[src/rtl/pc_pkg.sv]
// Shared types and constants for the program-counter generator.
//  pc_state_e     : RUN / SLEEP state of the WFI sleep FSM
//  redirect_src_e : which source drives the next PC in a given cycle
//  PC_INST_BYTES  : default sequential increment in bytes
package pc_pkg;

  typedef enum logic {
    PC_RUN   = 1'b0,
    PC_SLEEP = 1'b1
  } pc_state_e;

  typedef enum logic [2:0] {
    SRC_NONE = 3'd0,
    SRC_TRAP = 3'd1,
    SRC_FB   = 3'd2,
    SRC_EX   = 3'd3,
    SRC_PRED = 3'd4,
    SRC_SEQ  = 3'd5
  } redirect_src_e;

  localparam int unsigned PC_INST_BYTES = 32'd4;

endpackage

[src/rtl/pc_fallback_fifo.sv]
// Fallback FIFO: holds the sequential PC (pc + INST_BYTES) for every taken
// prediction still awaiting resolution, oldest at the head.
//  clk, rst  : clock and asynchronous active-low reset
//  push      : enqueue push_data (ignored when full unless a pop frees a slot)
//  push_data : sequential PC to remember
//  pop       : drop the oldest entry (ignored when empty)
//  flush     : discard every entry; wins over push and pop
//  head      : oldest entry
//  full      : FB_DEPTH entries held
//  empty     : no entries held
module pc_fallback_fifo #(
  parameter int unsigned XLEN     = 32,
  parameter int unsigned FB_DEPTH = 2
) (
  input  logic            clk,
  input  logic            rst,
  input  logic            push,
  input  logic [XLEN-1:0] push_data,
  input  logic            pop,
  input  logic            flush,
  output logic [XLEN-1:0] head,
  output logic            full,
  output logic            empty
);

  localparam int unsigned PTR_W = $clog2(FB_DEPTH);
  localparam int unsigned CNT_W = PTR_W + 1;

  logic [XLEN-1:0]  mem_r [FB_DEPTH];
  logic [PTR_W-1:0] rd_ptr_r;
  logic [PTR_W-1:0] wr_ptr_r;
  logic [CNT_W-1:0] count_r;
  logic             do_pop_s;
  logic             do_push_s;

  assign empty     = (count_r == CNT_W'(0));
  // FB_DEPTH is a power of two, so the count MSB alone means full.
  assign full      = count_r[PTR_W];
  assign head      = mem_r[rd_ptr_r];
  assign do_pop_s  = pop & ~empty;
  assign do_push_s = push & (~full | do_pop_s);

  // Storage, pointers and occupancy count.
  always_ff @(posedge clk or negedge rst) begin
    if (!rst) begin
      for (int i = 0; i < int'(FB_DEPTH); i++) begin
        mem_r[i] <= '0;
      end
      rd_ptr_r <= '0;
      wr_ptr_r <= '0;
      count_r  <= '0;
    end else if (flush) begin
      rd_ptr_r <= '0;
      wr_ptr_r <= '0;
      count_r  <= '0;
    end else begin
      if (do_push_s) begin
        mem_r[wr_ptr_r] <= push_data;
        wr_ptr_r        <= wr_ptr_r + PTR_W'(1);
      end
      if (do_pop_s) begin
        rd_ptr_r <= rd_ptr_r + PTR_W'(1);
      end
      case ({do_push_s, do_pop_s})
        2'b10:   count_r <= count_r + CNT_W'(1);
        2'b01:   count_r <= count_r - CNT_W'(1);
        default: count_r <= count_r;
      endcase
    end
  end

  pc_fallback_fifo_chk u_chk (
    .clk   (clk),
    .rst   (rst),
    .pop   (pop),
    .flush (flush),
    .empty (empty)
  );

endmodule

[src/rtl/pc_fallback_fifo_chk.sv]
// Simulation checker for the fallback FIFO: a pop that is not masked by a
// flush must never reach an empty FIFO.
//  clk, rst : clock and asynchronous active-low reset
//  pop      : pop request seen by the FIFO
//  flush    : flush request seen by the FIFO
//  empty    : FIFO empty flag
module pc_fallback_fifo_chk (
  input logic clk,
  input logic rst,
  input logic pop,
  input logic flush,
  input logic empty
);

  // Flag a pop request that arrives while the FIFO holds nothing.
  always_ff @(posedge clk) begin
    if (rst && pop && !flush) begin
      assert (!empty) else $error("pc_fallback_fifo: pop while empty");
    end
  end

endmodule

[src/rtl/pc_gen_unit.sv]
// Program-counter generator ahead of IF. Owns the PC register, a WFI sleep
// FSM, a single-entry pending-redirect latch that survives stalls, and the
// fallback FIFO that restores the sequential PC after a wrong prediction.
//  clk, rst        : clock and asynchronous active-low reset
//  stall_hazard    : hazard stall, hold PC
//  stall_cpu       : memory/bus stall, hold PC
//  trap_en/trap_pc : trap entry/return target, highest priority
//  ex_redirect/ex_pc       : EX-resolved unpredicted redirect
//  pred_taken/pred_pc      : IF prediction
//  resolve_valid/resolve_wrong : EX resolution of oldest prediction
//  wfi_enter/wake  : enter sleep / leave sleep
//  pc              : current PC
//  sleeping        : FSM is in SLEEP
//  fb_full         : fallback FIFO full, predictions suppressed
module pc_gen_unit
  import pc_pkg::*;
#(
  parameter int unsigned     XLEN         = 32,
  parameter logic [XLEN-1:0] RESET_VECTOR = '0,
  parameter int unsigned     INST_BYTES   = PC_INST_BYTES,
  parameter int unsigned     FB_DEPTH     = 2
) (
  input  logic            clk,
  input  logic            rst,
  input  logic            stall_hazard,
  input  logic            stall_cpu,
  input  logic            trap_en,
  input  logic [XLEN-1:0] trap_pc,
  input  logic            ex_redirect,
  input  logic [XLEN-1:0] ex_pc,
  input  logic            pred_taken,
  input  logic [XLEN-1:0] pred_pc,
  input  logic            resolve_valid,
  input  logic            resolve_wrong,
  input  logic            wfi_enter,
  input  logic            wake,
  output logic [XLEN-1:0] pc,
  output logic            sleeping,
  output logic            fb_full
);

  pc_state_e       state_r, state_nxt_s;
  logic [XLEN-1:0] pc_r, pc_nxt_s, pc_seq_s;
  logic            pend_valid_r, pend_valid_nxt_s;
  logic [XLEN-1:0] pend_pc_r, pend_pc_nxt_s;
  logic            pend_fb_r, pend_fb_nxt_s;   // pending entry came from a mispredict
  redirect_src_e   src_s;
  logic            use_pend_s;
  logic            fifo_push_s, fifo_pop_s, fifo_flush_s;
  logic [XLEN-1:0] fifo_head_s;
  logic            fifo_empty_s, fifo_full_s;
  logic            stall_s, fb_hit_s;

  assign pc_seq_s = pc_r + XLEN'(INST_BYTES);
  assign stall_s  = stall_hazard | stall_cpu;
  // A wrong resolution with nothing outstanding has nothing to restore.
  assign fb_hit_s = resolve_valid & resolve_wrong & ~fifo_empty_s;

  pc_fallback_fifo #(
    .XLEN     (XLEN),
    .FB_DEPTH (FB_DEPTH)
  ) u_fifo (
    .clk       (clk),
    .rst       (rst),
    .push      (fifo_push_s),
    .push_data (pc_seq_s),
    .pop       (fifo_pop_s),
    .flush     (fifo_flush_s),
    .head      (fifo_head_s),
    .full      (fifo_full_s),
    .empty     (fifo_empty_s)
  );

  // Per-cycle priority decision: redirect source, FSM, pending latch, FIFO controls.
  always_comb begin
    src_s            = SRC_NONE;
    use_pend_s       = 1'b0;
    state_nxt_s      = state_r;
    pend_valid_nxt_s = pend_valid_r;
    pend_pc_nxt_s    = pend_pc_r;
    pend_fb_nxt_s    = pend_fb_r;
    fifo_push_s      = 1'b0;
    fifo_flush_s     = 1'b0;
    fifo_pop_s       = resolve_valid & ~resolve_wrong & ~trap_en;
    case (state_r)
      PC_RUN: begin
        if (trap_en) begin
          src_s            = SRC_TRAP;
          fifo_flush_s     = 1'b1;
          pend_valid_nxt_s = 1'b0;
        end else if (stall_s) begin
          // Mispredict fallback outranks an EX redirect in the latch.
          if (fb_hit_s) begin
            pend_valid_nxt_s = 1'b1;
            pend_pc_nxt_s    = fifo_head_s;
            pend_fb_nxt_s    = 1'b1;
            fifo_flush_s     = 1'b1;
          end else if (ex_redirect && !(pend_valid_r && pend_fb_r)) begin
            pend_valid_nxt_s = 1'b1;
            pend_pc_nxt_s    = ex_pc;
            pend_fb_nxt_s    = 1'b0;
            fifo_flush_s     = 1'b1;
          end else begin
            src_s = SRC_NONE;
          end
        end else if (pend_valid_r) begin
          src_s            = pend_fb_r ? SRC_FB : SRC_EX;
          use_pend_s       = 1'b1;
          pend_valid_nxt_s = 1'b0;
        end else if (fb_hit_s) begin
          src_s        = SRC_FB;
          fifo_flush_s = 1'b1;
        end else if (ex_redirect) begin
          src_s        = SRC_EX;
          fifo_flush_s = 1'b1;
        end else if (wfi_enter) begin
          state_nxt_s = PC_SLEEP;
        end else if (pred_taken && !fifo_full_s) begin
          src_s       = SRC_PRED;
          fifo_push_s = 1'b1;
        end else begin
          src_s = SRC_SEQ;
        end
      end
      PC_SLEEP: begin
        if (trap_en) begin
          src_s            = SRC_TRAP;
          state_nxt_s      = PC_RUN;
          fifo_flush_s     = 1'b1;
          pend_valid_nxt_s = 1'b0;
        end else if (wake) begin
          state_nxt_s = PC_RUN;
        end else begin
          src_s = SRC_NONE;
        end
      end
      default: begin
        state_nxt_s = PC_RUN;
      end
    endcase
  end

  // Next-PC multiplexer driven by the selected source.
  always_comb begin
    pc_nxt_s = pc_r;
    case (src_s)
      SRC_TRAP: pc_nxt_s = trap_pc;
      SRC_FB:   pc_nxt_s = use_pend_s ? pend_pc_r : fifo_head_s;
      SRC_EX:   pc_nxt_s = use_pend_s ? pend_pc_r : ex_pc;
      SRC_PRED: pc_nxt_s = pred_pc;
      SRC_SEQ:  pc_nxt_s = pc_seq_s;
      default:  pc_nxt_s = pc_r;
    endcase
  end

  // PC, FSM state and pending-redirect registers.
  always_ff @(posedge clk or negedge rst) begin
    if (!rst) begin
      pc_r         <= RESET_VECTOR;
      state_r      <= PC_RUN;
      pend_valid_r <= 1'b0;
      pend_pc_r    <= '0;
      pend_fb_r    <= 1'b0;
    end else begin
      pc_r         <= pc_nxt_s;
      state_r      <= state_nxt_s;
      pend_valid_r <= pend_valid_nxt_s;
      pend_pc_r    <= pend_pc_nxt_s;
      pend_fb_r    <= pend_fb_nxt_s;
    end
  end

  assign pc       = pc_r;
  assign sleeping = (state_r == PC_SLEEP);
  assign fb_full  = fifo_full_s;

endmodule

[config.mk]
export PLATFORM = sky130hd
export DESIGN_NAME = pc_gen_unit
export DESIGN_NICKNAME = d
export VERILOG_FILES = /design/src/rtl/pc_pkg.sv /design/src/rtl/pc_fallback_fifo.sv /design/src/rtl/pc_fallback_fifo_chk.sv /design/src/rtl/pc_gen_unit.sv
export SDC_FILE = /design/constraint.sdc
export NUM_CORES = 1
export LEC_CHECK = 0
export BUFFER_PORTS_ARGS = -buffer_cell sky130_fd_sc_hd__buf_2
export CAP_MARGIN = 20
export CORE_MARGIN = 4
export CORE_UTILIZATION = 50
export CTS_CLUSTER_DIAMETER = 150
export DETAILED_ROUTE_END_ITERATION = 7
export PLACE_DENSITY = 0.71
export SYNTH_ARGS = -nofsm -noshare
export SYNTH_HDL_FRONTEND = slang
export SYNTH_SLANG_ARGS = --single-unit
[constraint.sdc]
create_clock -name clk -period 2.65 [get_ports clk]
set_input_delay 0.265 -clock clk [delete_from_list [all_inputs] [get_ports clk]]
set_output_delay 0.265 -clock clk [all_outputs]
set_load 0.05 [all_outputs]
==> summary.txt, run 1 <==
Global routing
  – Antenna violations before repair: 0
  – Vias in the first global route: 7,362
  – First-pass GRT wire length: 40,900 um
  – Total gr overflow: 0
  – Largest net degree at the start of global routing: 58
  – Gr usage total: 0.293

Power and ir drop
  – Static leakage: 0.00418 uW
  – Cell Pwr Density: 669 mW/mm^2
  – Worst VDD drop: 0.485 mV

STA
  – Setup repair after global routing missed its margin: no
  – Minimum clock period: 2510 ps
  – Final hold violation count: 0
  – Slew @ Worst Pin: 862 ps
  – Final worst-path cycle share: 0.947
  – Setup_tns: 0 ps
  – Post-Route Skew: 9.01 ps
  – Setup-failing EPs final: 0
  – Fmax: 398 MHz
  – Slew margin rel.: 0.422
  – Fin. max-slew vios: 0

Place
  – DP HPWL: 19,000 um
  – GPL Wtd Cong: 0.918
  – Port Buffers: 140
  – Post-DP Area: 0.00910 mm^2

Floorplan
  – Die height: 134 um
  – Die W: 134 um
  – Initial Util: 0.517
  – I/O pin count: 141
  – Die ar.: 0.0180 mm^2
  – FP Rows: 45
  – Core area: 0.0154 mm^2

Synth
  – Seq/Total Area, Yosys: 0.425
  – Warnings, synthesis: 0
  – Seq cells post-synth: 135
  – Post-Synthesis Cell Area: 0.00795 mm^2
  – Mean Syn Cell Area: 8.46 um^2
  – Ys flop type: dfrtp_1
  – Post-synth EDFFs: 0
  – Async set-reset flop share out of synthesis: 1.00
  – Yosys cell types: 70
  – Post-synthesis instance total: 940
  – Mapped Nets: 1,048

Clock network
  – H-tree depth: 4
  – Worst-Skew Late Latency: 420 ps
  – TritonCTS buffer count: 17
  – Clk buf depth: 2
  – CTS Root Cell: clkbuf_16
  – CTS tree: built
  – Reg clk slew, reported paths: 60 ps
  – Clock sinks: 135

Drt
  – 1st-iter DRT viols: 779
  – Vias per cell: 6.04
  – Total number of vias: 7,918
  – Wirelength per Cell: 20.1 um
  – Post-route ant nets: 0
  – DRC: 0
  – Final wirelength: 26,400 um
  – DR pass1 iterations: 5

Job
  – Max-cap viol count: 0

Worst setup path
  – CP endpoint kind: flop
  – CP startpoint: pend_valid_r
  – Critical Path RT: 2990 ps
  – Worst reg2reg path depth: 8
  – Startpoint types: flop
  – CP max FO: 31
  – CP peak stage delay: 620 ps
  – FF-to-FF setup slack: 140 ps
  – CP cell instances: buf_12 > nand2_1 > a21oi_1 > nor3_2 > nor2_2 > buf_4 > o21ai_0 > nand4b_1
  – Worst EP arrival: 2850 ps
  – Crit path to: pc[23]
  – Worst path slowest cell: nor2_2
  – Kind of critical path: flop to flop
  – Reg2Reg Capture Point: pc[23]
  – FF-to-FF Start: pend_valid_r

Cells and area
  – Layout Nets: 1,194
  – Commonest non-fill, non-tap cells in the layout: buf_2 (139), dfrtp_1 (134), nand2_1 (127)
  – P&R area growth vs syn: 22.5%
  – Ant diodes: 0
  – Final core occ: 0.634
  – Design area: 0.00975 mm^2
  – Proportion of layout cells with a drive suffix above 1: 0.239
  – Most common cell after layout, fill and taps aside: buf_2

Worst hold path
  – Hold crit path type: input port to flop

Run status
  – Status: finished clean
## Yosys cell counts (3+ instances only)
cell type,number,share of area
a211o_1,3,0.0033
a211oi_1,16,0.015
a21oi_1,91,0.057
a221o_1,7,0.0088
a221oi_1,17,0.019
a221oi_2,4,0.0076
a22oi_1,15,0.014
a31oi_1,9,0.0071
a32o_1,3,0.0038
a32oi_1,3,0.0033
and2_1,6,0.0047
and3_1,7,0.0055
and4_1,3,0.0033
buf_1,4,0.0019
buf_2,17,0.011
buf_4,7,0.0066
clkbuf_1,46,0.022
dfrtp_1,135,0.42
inv_1,9,0.0042
mux2_2,5,0.0071
mux2i_1,35,0.044
nand2_1,129,0.061
nand3_1,20,0.013
nand4_1,9,0.0071
nor2_1,106,0.050
nor3_1,14,0.0088
nor4_1,4,0.0031
o211ai_1,10,0.0094
o21ai_0,115,0.072
o22ai_1,5,0.0039
or3_1,6,0.0047
xnor2_1,16,0.018
xor2_1,14,0.015
## cell type report
class	instances	area (um^2)
Inverter	10	37.5
Multi-Input combinational cell	719	4220
Timing Repair Buffer	203	1230
Sequential cell	135	3380
Fill cell	1330	5630
Clock buffer	20	467
Tap cell	211	264
Clock inverter	12	150
## critical path, delay by kind of cell (launching register included)
kind	cells	cell delay (ps)
AO/OA/AOI/OAI	2	390
flip-flops	1	470
buffers and inverters	2	570
AND/OR/NAND/NOR	4	990
## through the flow
stage               worst slack [ps]  std cells  power, uW  hold WS [ps]
floorplan                        168        940       3530         -30.6
global placement                81.7       1275       4030           247
detailed placement               107       1275       4060           254
CTS                             90.2       1308       6530          86.7
global route                    44.1       1310       6800          84.6
finish                           140       1310       6520          89.9
## per-layer routing
| metal | part of all wire | global-route usage |
|---|---|---|
| met3 | 0.090 | 0.0619 |
| met4 | 0.015 | 0.0911 |
| met5 | 0 | 0 |
| met2 | 0.46 | 0.448 |
| met1 | 0.43 | 0.420 |
## logic make-up after synthesis
| kind of cell | after synthesis | share of synthesized area |
|---|---|---|
| AO/OA/AOI/OAI | 323 | 0.253 |
| buffers and inverters | 86 | 0.0484 |
| flip-flops | 135 | 0.425 |
| XOR/XNOR | 30 | 0.0330 |
| multiplexers | 42 | 0.0540 |
| adder cells (fa/ha/maj) | 1 | 0.00157 |
| AND/OR/NAND/NOR | 323 | 0.185 |
## worst min path at each step
stage                            from              end  cells after the start
after floorplan                   rst            pc[0]                      0
after global placement            rst  u_fifo.mem_r[1]                      1
after detailed placement          rst  u_fifo.mem_r[1]                      1
after CTS                 trap_pc[21]           pc[21]                      2
after global routing      trap_pc[21]           pc[21]                      2
final                     trap_pc[21]           pc[21]                      2
## power by group
part           total [uW]  internal, uW  switching [uW]
Sequential           2620          2350             268
Clock                2460          1550             911
Combinational        1440           504             937
Total                6520          4400            2120
## sequential cells by signal (all words and copies together) (netlist names)
| name | flops |
|---|---|
| pc | 32 |
| u_fifo.count_r | 2 |
| sleeping | 1 |
| u_fifo.rd_ptr_r | 1 |
| pend_pc_r | 32 |
| u_fifo.mem_r | 64 |
| pend_valid_r | 1 |
| u_fifo.wr_ptr_r | 1 |
| pend_fb_r | 1 |
## what timing repair did
action                                  CTS  global route
endpoints found under the setup margin    0            31
resized for setup                         0             1
endpoints found under the hold margin    52             0
setup buffers                             0             2
hold buffers                              1             0
(Power assumes the default switching activity.)
==> run 2, diff against run 1 <==
- SETUP_SLACK_MARGIN: not set -> 0.3
==> run 2 against run 1 <==
First-iteration DRC count rose by 19%. Count of clock-buffer cells in the layout fell by 1. Sequential power barely moved. Cell count rose by 1.4%. Non-clock buffer count rose by 16. Sequential share of layout area fell by 0.92 points. Hold slack got worse by 14 ps. Global-route usage rose by 0.17 points. Largest cell class unchanged.
==> summary.txt, run 2 (same netlist as run 1, synthesis figures left out) <==
Global routing
  – Antenna violations before repair: 4 (+4)
  – Total gr overflow: 0 (unchanged)
  – Largest net degree at the start of global routing: 68 (+17%)
  – Gr usage total: 0.295 (+0.00175)
  – First-pass GRT wire length: 41,300 um (+0.91%)
  – Vias in the first global route: 7,547 (+2.5%)

Clock network
  – CTS Root Cell: clkbuf_16
  – Clock sinks: 135 (unchanged)
  – Clk buf depth: 2 (unchanged)
  – Worst-Skew Late Latency: 440 ps (+20 ps)
  – TritonCTS buffer count: 17 (unchanged)
  – CTS tree: built
  – H-tree depth: 4 (unchanged)
  – Reg clk slew, reported paths: 60 ps (about the same)

Drt
  – Wirelength per Cell: 21.0 um (+4.2%)
  – Total number of vias: 8,201 (+3.6%)
  – Vias per cell: 6.18 (+2.2%)
  – 1st-iter DRT viols: 927 (+19%)
  – DR pass1 iterations: 5 (unchanged)
  – Post-route ant nets: 0 (unchanged)
  – Final wirelength: 27,800 um (+5.7%)
  – DRC: 0 (unchanged)

Worst setup path
  – CP max FO: 15 (-52%)
  – CP endpoint kind: flop
  – Kind of critical path: flop to flop
  – Critical Path RT: 2990 ps (about the same)
  – Worst path slowest cell: nor2_1
  – Startpoint types: flop
  – CP peak stage delay: 500 ps (-120 ps)
  – CP cell instances: buf_4 > nor3_1 > nor3_2 > clkbuf_16 > nor2_1 > a211oi_1 > o211ai_1
  – Worst EP arrival: 2740 ps (-110 ps)

Worst hold path
  – Hold crit path type: input port to flop

Floorplan
  – I/O pin count: 141 (unchanged)
  – Initial Util: 0.517 (unchanged)
  – Die ar.: 0.0180 mm^2 (unchanged)
  – FP Rows: 45 (unchanged)
  – Die W: 134 um (unchanged)
  – Core area: 0.0154 mm^2 (unchanged)
  – Die height: 134 um (unchanged)

Power and ir drop
  – Sequential power share: 0.397 (-0.004)
  – Clock share of power: 0.382 (+0.005)
  – Cell Pwr Density: 660 mW/mm^2 (-1.3%)
  – Worst VDD drop: 0.484 mV (-0.16%)
  – Net load switching power: 2160 uW (+2.0%)
  – Combinational power share: 0.221 (about the same)
  – Static leakage: 0.00432 uW (+3.5%)
  – Internal power: 4470 uW (+1.5%)
  – Overall Power: 6620 uW (+1.7%)
  – Sw Share: 0.326 (+0.00116)

Place
  – DP HPWL: 18,400 um (-3.0%)
  – GPL Wtd Cong: 0.908 (-1.1%)
  – Port Buffers: 140 (unchanged)

STA
  – Fin. max-slew vios: 0 (unchanged)
  – Slew @ Worst Pin: 687 ps (-175 ps)
  – Setup repair after global routing missed its margin: yes
  – Minimum clock period: 2410 ps (-104 ps)
  – Final hold violation count: 0 (unchanged)
  – Slew margin rel.: 0.541 (+0.119)
  – Final worst-path cycle share: 0.908 (-0.0394)
  – Setup_tns: 0 ps (unchanged)
  – Setup-failing EPs final: 0 (unchanged)
  – Fmax: 416 MHz (+4.3%)
  – Post-Route Skew: 12.7 ps (+3.64 ps)

Cells and area
  – FILL cells: 1,288 (-3.2%)
  – Multi-input logic area: 0.00429 mm^2 (+1.7%)
  – Commonest non-fill, non-tap cells in the layout: buf_2 (140), dfrtp_1 (127), nand2_1 (125)
  – Proportion of layout cells with a drive suffix above 1: 0.265 (+0.0253)
  – Layout Nets: 1,210 (+1.3%)
  – P&R area growth vs syn: 26.2%
  – Reg with most FFs: u_fifo.mem_r
  – Most common cell after layout, fill and taps aside: buf_2
  – Register Area: 0.00339 mm^2 (+0.26%)
  – Max FFs per register: 64 (unchanged)

Job
  – Max-cap viol count: 0 (unchanged)

Run status
  – Status: finished clean
-- run 2: final cells by class --
type / count / share of cell area
flip-flops and latches: 135 / 0.338
inverters: 10 / 0.00411
well taps: 211 / 0.0263
multi-input cells: 719 / 0.427
clock buffers: 19 / 0.0441
repair buffers: 219 / 0.143
diodes: 2 / 0.000499
clock inverters: 13 / 0.0178
-- run 2: worst paths after layout --
| kind | from | to | slack, ps | depth (start not counted) |
|---|---|---|---|---|
| max in group asynchronous | rst | sleeping | 1490 | 3 |
| min reg2reg | u_fifo.mem_r[18] | u_fifo.mem_r[18] | 470 | 2 |
| max reg2reg | pend_valid_r | pc[30] | 240 | 7 |
| min in group asynchronous | rst | pend_pc_r[31] | 400 | 2 |
| max | pend_valid_r | pc[30] | 240 | 7 |
| min | trap_pc[16] | pc[16] | 80 | 3 |
-- run 2: power groups by stage --
stage          clock [uW]  sequential (uW)  combinational (uW)
2_1_floorplan           0             2810                 725
3_5_place_dp            0             2650                1400
5_1_grt              2640             2660                1590
4_1_cts              2560             2610                1410
6_report             2530             2630                1470
3_3_place_gp            0             2640                1380
-- run 2: critical path: cells and delay by family (launching register included) --
kind	cells	cell delay, ps
AOI/OAI and AO/OA	2	390
buffers and inverters	2	420
DFF	1	450
and+or+nand+nor	3	1040
-- run 2: per-stage QoR --
stage | std cells | utilization | hold slack [ps] | area (um^2) | setup WS, ps
floorplan | 940 | - | -30.6 | 7960 | 365
global placement | 1265 | 0.588 | 294 | 9030 | 190
detailed placement | 1265 | 0.588 | 299 | 9030 | 209
CTS | 1300 | 0.632 | 71.7 | 9710 | 284
global route | 1328 | 0.653 | 69.0 | 10000 | 144
finish | 1328 | 0.653 | 75.7 | 10000 | 245
-- run 2: routing by layer --
layer  vias to the layer above  share of wire  GRT usage
met1                      3909           0.42      0.407
met3                        62           0.10     0.0773
li1                       3741              -          -
met4                         4          0.025      0.107
met2                       485           0.46      0.449
met5                         -        0.00097          0
-- run 2: timing repair --
item | in CTS | in global routing
setup buffers | 2 | 23
endpoints found under the hold margin | 62 | 0
pin swaps | 2 | 8
setup endpoints to repair | 39 | 75
gates resized for setup | 6 | 25
hold buffers | 1 | 0
gates cloned | 0 | 3
==> run 3, diff against run 2 <==
- clock period: 2.65 -> 2.6 ns (I/O delays scaled with it)
==> run 3 against run 2 <==
Count of clock-buffer cells in the layout rose by 3. Sequential share of layout area rose by 0.72 points. Fmax rose by 4.3%. Combinational power barely moved. Cell count fell by 1.6%. Total power fell by 0.30%. Hold slack improved by 14 ps. Clock power fell by 3%.
==> summary.txt, run 3 (same netlist as run 1, synthesis figures left out) <==
Run status
  – Status: finished clean

Cells and area
  – Commonest non-fill, non-tap cells in the layout: buf_2 (139), nand2_1 (125), dfrtp_1 (123)
  – Final core occ: 0.640 (-0.0127)
  – FILL cells: 1,310 (+1.7%)
  – Most common cell after layout, fill and taps aside: buf_2
  – Proportion of layout cells with a drive suffix above 1: 0.255 (-0.00910)
  – Max FFs per register: 64 (unchanged)
  – P&R area growth vs syn: 23.8%
  – Design area: 0.00984 mm^2 (-1.9%)
  – Ant diodes: 0 (-2)
  – Reg with most FFs: u_fifo.mem_r
  – Layout Nets: 1,192 (-1.5%)

Global routing
  – Total gr overflow: 0 (unchanged)
  – First-pass GRT wire length: 41,500 um (+0.70%)
  – Vias in the first global route: 7,572 (+0.33%)
  – Gr usage total: 0.295 (+0.000584)
  – Largest net degree at the start of global routing: 67 (-1.5%)
  – Antenna violations before repair: 2 (-2)

Power and ir drop
  – Sw Share: 0.323 (-0.00257)
  – Clock share of power: 0.371 (-0.011)
  – Combinational power share: 0.224 (+0.003)
  – Cell Pwr Density: 671 mW/mm^2 (+1.7%)
  – Static leakage: 0.00420 uW (-2.8%)
  – Net load switching power: 2140 uW (-1.1%)
  – Internal power: 4470 uW (about the same)
  – Worst VDD drop: 0.505 mV (+4.3%)
  – Sequential power share: 0.405 (+0.008)

STA
  – Slew @ Worst Pin: 671 ps (-15.6 ps)
  – Final hold violation count: 0 (unchanged)
  – Setup-failing EPs final: 0 (unchanged)
  – Minimum clock period: 2310 ps (-100 ps)
  – Final worst-path cycle share: 0.887 (-0.0211)
  – Setup repair after global routing missed its margin: yes
  – Fmax: 434 MHz (+4.3%)
  – Fin. max-slew vios: 0 (unchanged)
  – Setup_tns: 0 ps (unchanged)
  – Post-Route Skew: 7.76 ps (-4.89 ps)
  – WHS: 90.1 ps (+14.4 ps)
  – Slew margin rel.: 0.551 (+0.0104)

Drt
  – DR pass1 iterations: 6 (+1)
  – Final wirelength: 26,700 um (-4.1%)
  – 1st-iter DRT viols: 798 (-14%)
  – Post-route ant nets: 0 (unchanged)
  – DRC: 0 (unchanged)
  – Total number of vias: 8,000 (-2.5%)
  – Wirelength per Cell: 20.4 um (-2.6%)
  – Vias per cell: 6.12 (-0.88%)

Place
  – GPL Wtd Cong: 0.903 (-0.53%)
  – Port Buffers: 140 (unchanged)
  – Post-DP Area: 0.00906 mm^2 (+0.30%)
  – DP HPWL: 18,700 um (+1.5%)

Worst hold path
  – Worst hold endpoint: pc[21]
  – Hold crit path type: input port to flop
  – Hold_sp: trap_pc[21]
  – WHS Path Cells: 2 (-1)

Floorplan
  – FP Rows: 45 (unchanged)
  – Die W: 134 um (unchanged)
  – I/O pin count: 141 (unchanged)
  – Initial Util: 0.517 (unchanged)
  – Core area: 0.0154 mm^2 (unchanged)
  – Die height: 134 um (unchanged)
  – Die ar.: 0.0180 mm^2 (unchanged)

Worst setup path
  – Kind of critical path: flop to flop
  – Reg2Reg Capture Point: pc[13]
  – CP max FO: 11 (-4)
  – Worst EP arrival: 2600 ps (-140 ps)
  – Worst path slowest cell: or4_4
  – Startpoint types: flop
  – FF-to-FF setup slack: 290 ps (+50 ps)
  – CP endpoint kind: flop
  – Worst reg2reg path depth: 6 (-1)
  – CP cell instances: or4_4 > a31oi_2 > buf_6 > buf_4 > a21oi_1 > or3_1
  – Critical Path RT: 2900 ps (-90 ps)
  – CP peak stage delay: 520 ps (+20 ps)
  – FF-to-FF Start: sleeping

Clock network
  – CTS Root Cell: clkbuf_16
  – Clock sinks: 135 (unchanged)
  – Worst-Skew Late Latency: 420 ps (-20 ps)
  – Clk buf depth: 2 (unchanged)
  – Reg clk slew, reported paths: 60 ps (about the same)
  – CTS tree: built
  – H-tree depth: 4 (unchanged)
  – TritonCTS buffer count: 17 (unchanged)

Job
  – Max-cap viol count: 0 (unchanged)
==> run 3: changes by cell type in the layout (fill, tap and decap cells not counted), moves of 3 or more <==
| cell | previous run | this run |
|---|---|---|
| buf_4 | 62 | 49 |
| dfrtp_1 | 127 | 123 |
| dfrtp_2 | 8 | 12 |
| clkinvlp_4 | 5 | 2 |
==> run 3: cell type report <==
| class | instances | area (um^2) | area share |
|---|---|---|---|
| clock buffer | 22 | 464 | 0.0472 |
| clock inverter | 9 | 125 | 0.0127 |
| inverter | 10 | 37.5 | 0.00381 |
| multi-input combinational | 719 | 4300 | 0.437 |
| sequential | 135 | 3390 | 0.345 |
| tap | 211 | 264 | 0.0268 |
| timing repair buffer | 201 | 1260 | 0.128 |
==> run 3: routing by layer <==
layer  share of wire  GRT usage  up-vias  wire [um]
li1                -          -     3699          -
met1            0.43      0.416     3798      11400
met2            0.45      0.448      433      12000
met3           0.093     0.0671       66       2480
met4           0.029      0.109        4        786
met5         0.00086          0        -         23
==> run 3: critical path, delay by kind of cell, from the launching register on <==
family,cells,cell delay [ps]
buffers and inverters,2,480
flip-flops,1,440
AO/OA/AOI/OAI,2,370
AND/OR/NAND/NOR,2,880
==> run 3: power groups by stage <==
stage / sequential, uW / clock, uW / combinational, uW
floorplan: 2860 / 0 / 739
global placement: 2690 / 0 / 1410
detailed placement: 2690 / 0 / 1440
CTS: 2660 / 2470 / 1450
global route: 2710 / 2540 / 1620
finish: 2670 / 2450 / 1480
==> run 3: through the flow <==
stage / power, uW / std cells / setup WS [ps]
final: 6610 / 1307 / 295
after global routing: 6880 / 1307 / 233
after CTS: 6580 / 1303 / 282
after detailed placement: 4130 / 1267 / 204
after global placement: 4100 / 1267 / 230
after floorplan: 3600 / 940 / 315
==> run 3: timing repair <==
action	in CTS	in global routing
resized for setup	5	24
pin swaps	1	5
buffers inserted	4	4
cloned	0	0
hold buffers	1	0
hold endpoints to repair	63	0
setup endpoints to repair	23	96
==> run 3: worst max path at each step <==
stage	to	from	depth (start not counted)
finish	pc[13]	sleeping	6
global route	pc[12]	pend_valid_r	8
CTS	pc[25]	sleeping	7
detailed placement	pc[2]	u_fifo.count_r[1]	6
global placement	pc[31]	pc[5]	7
floorplan	pc[21]	pc[7]	6
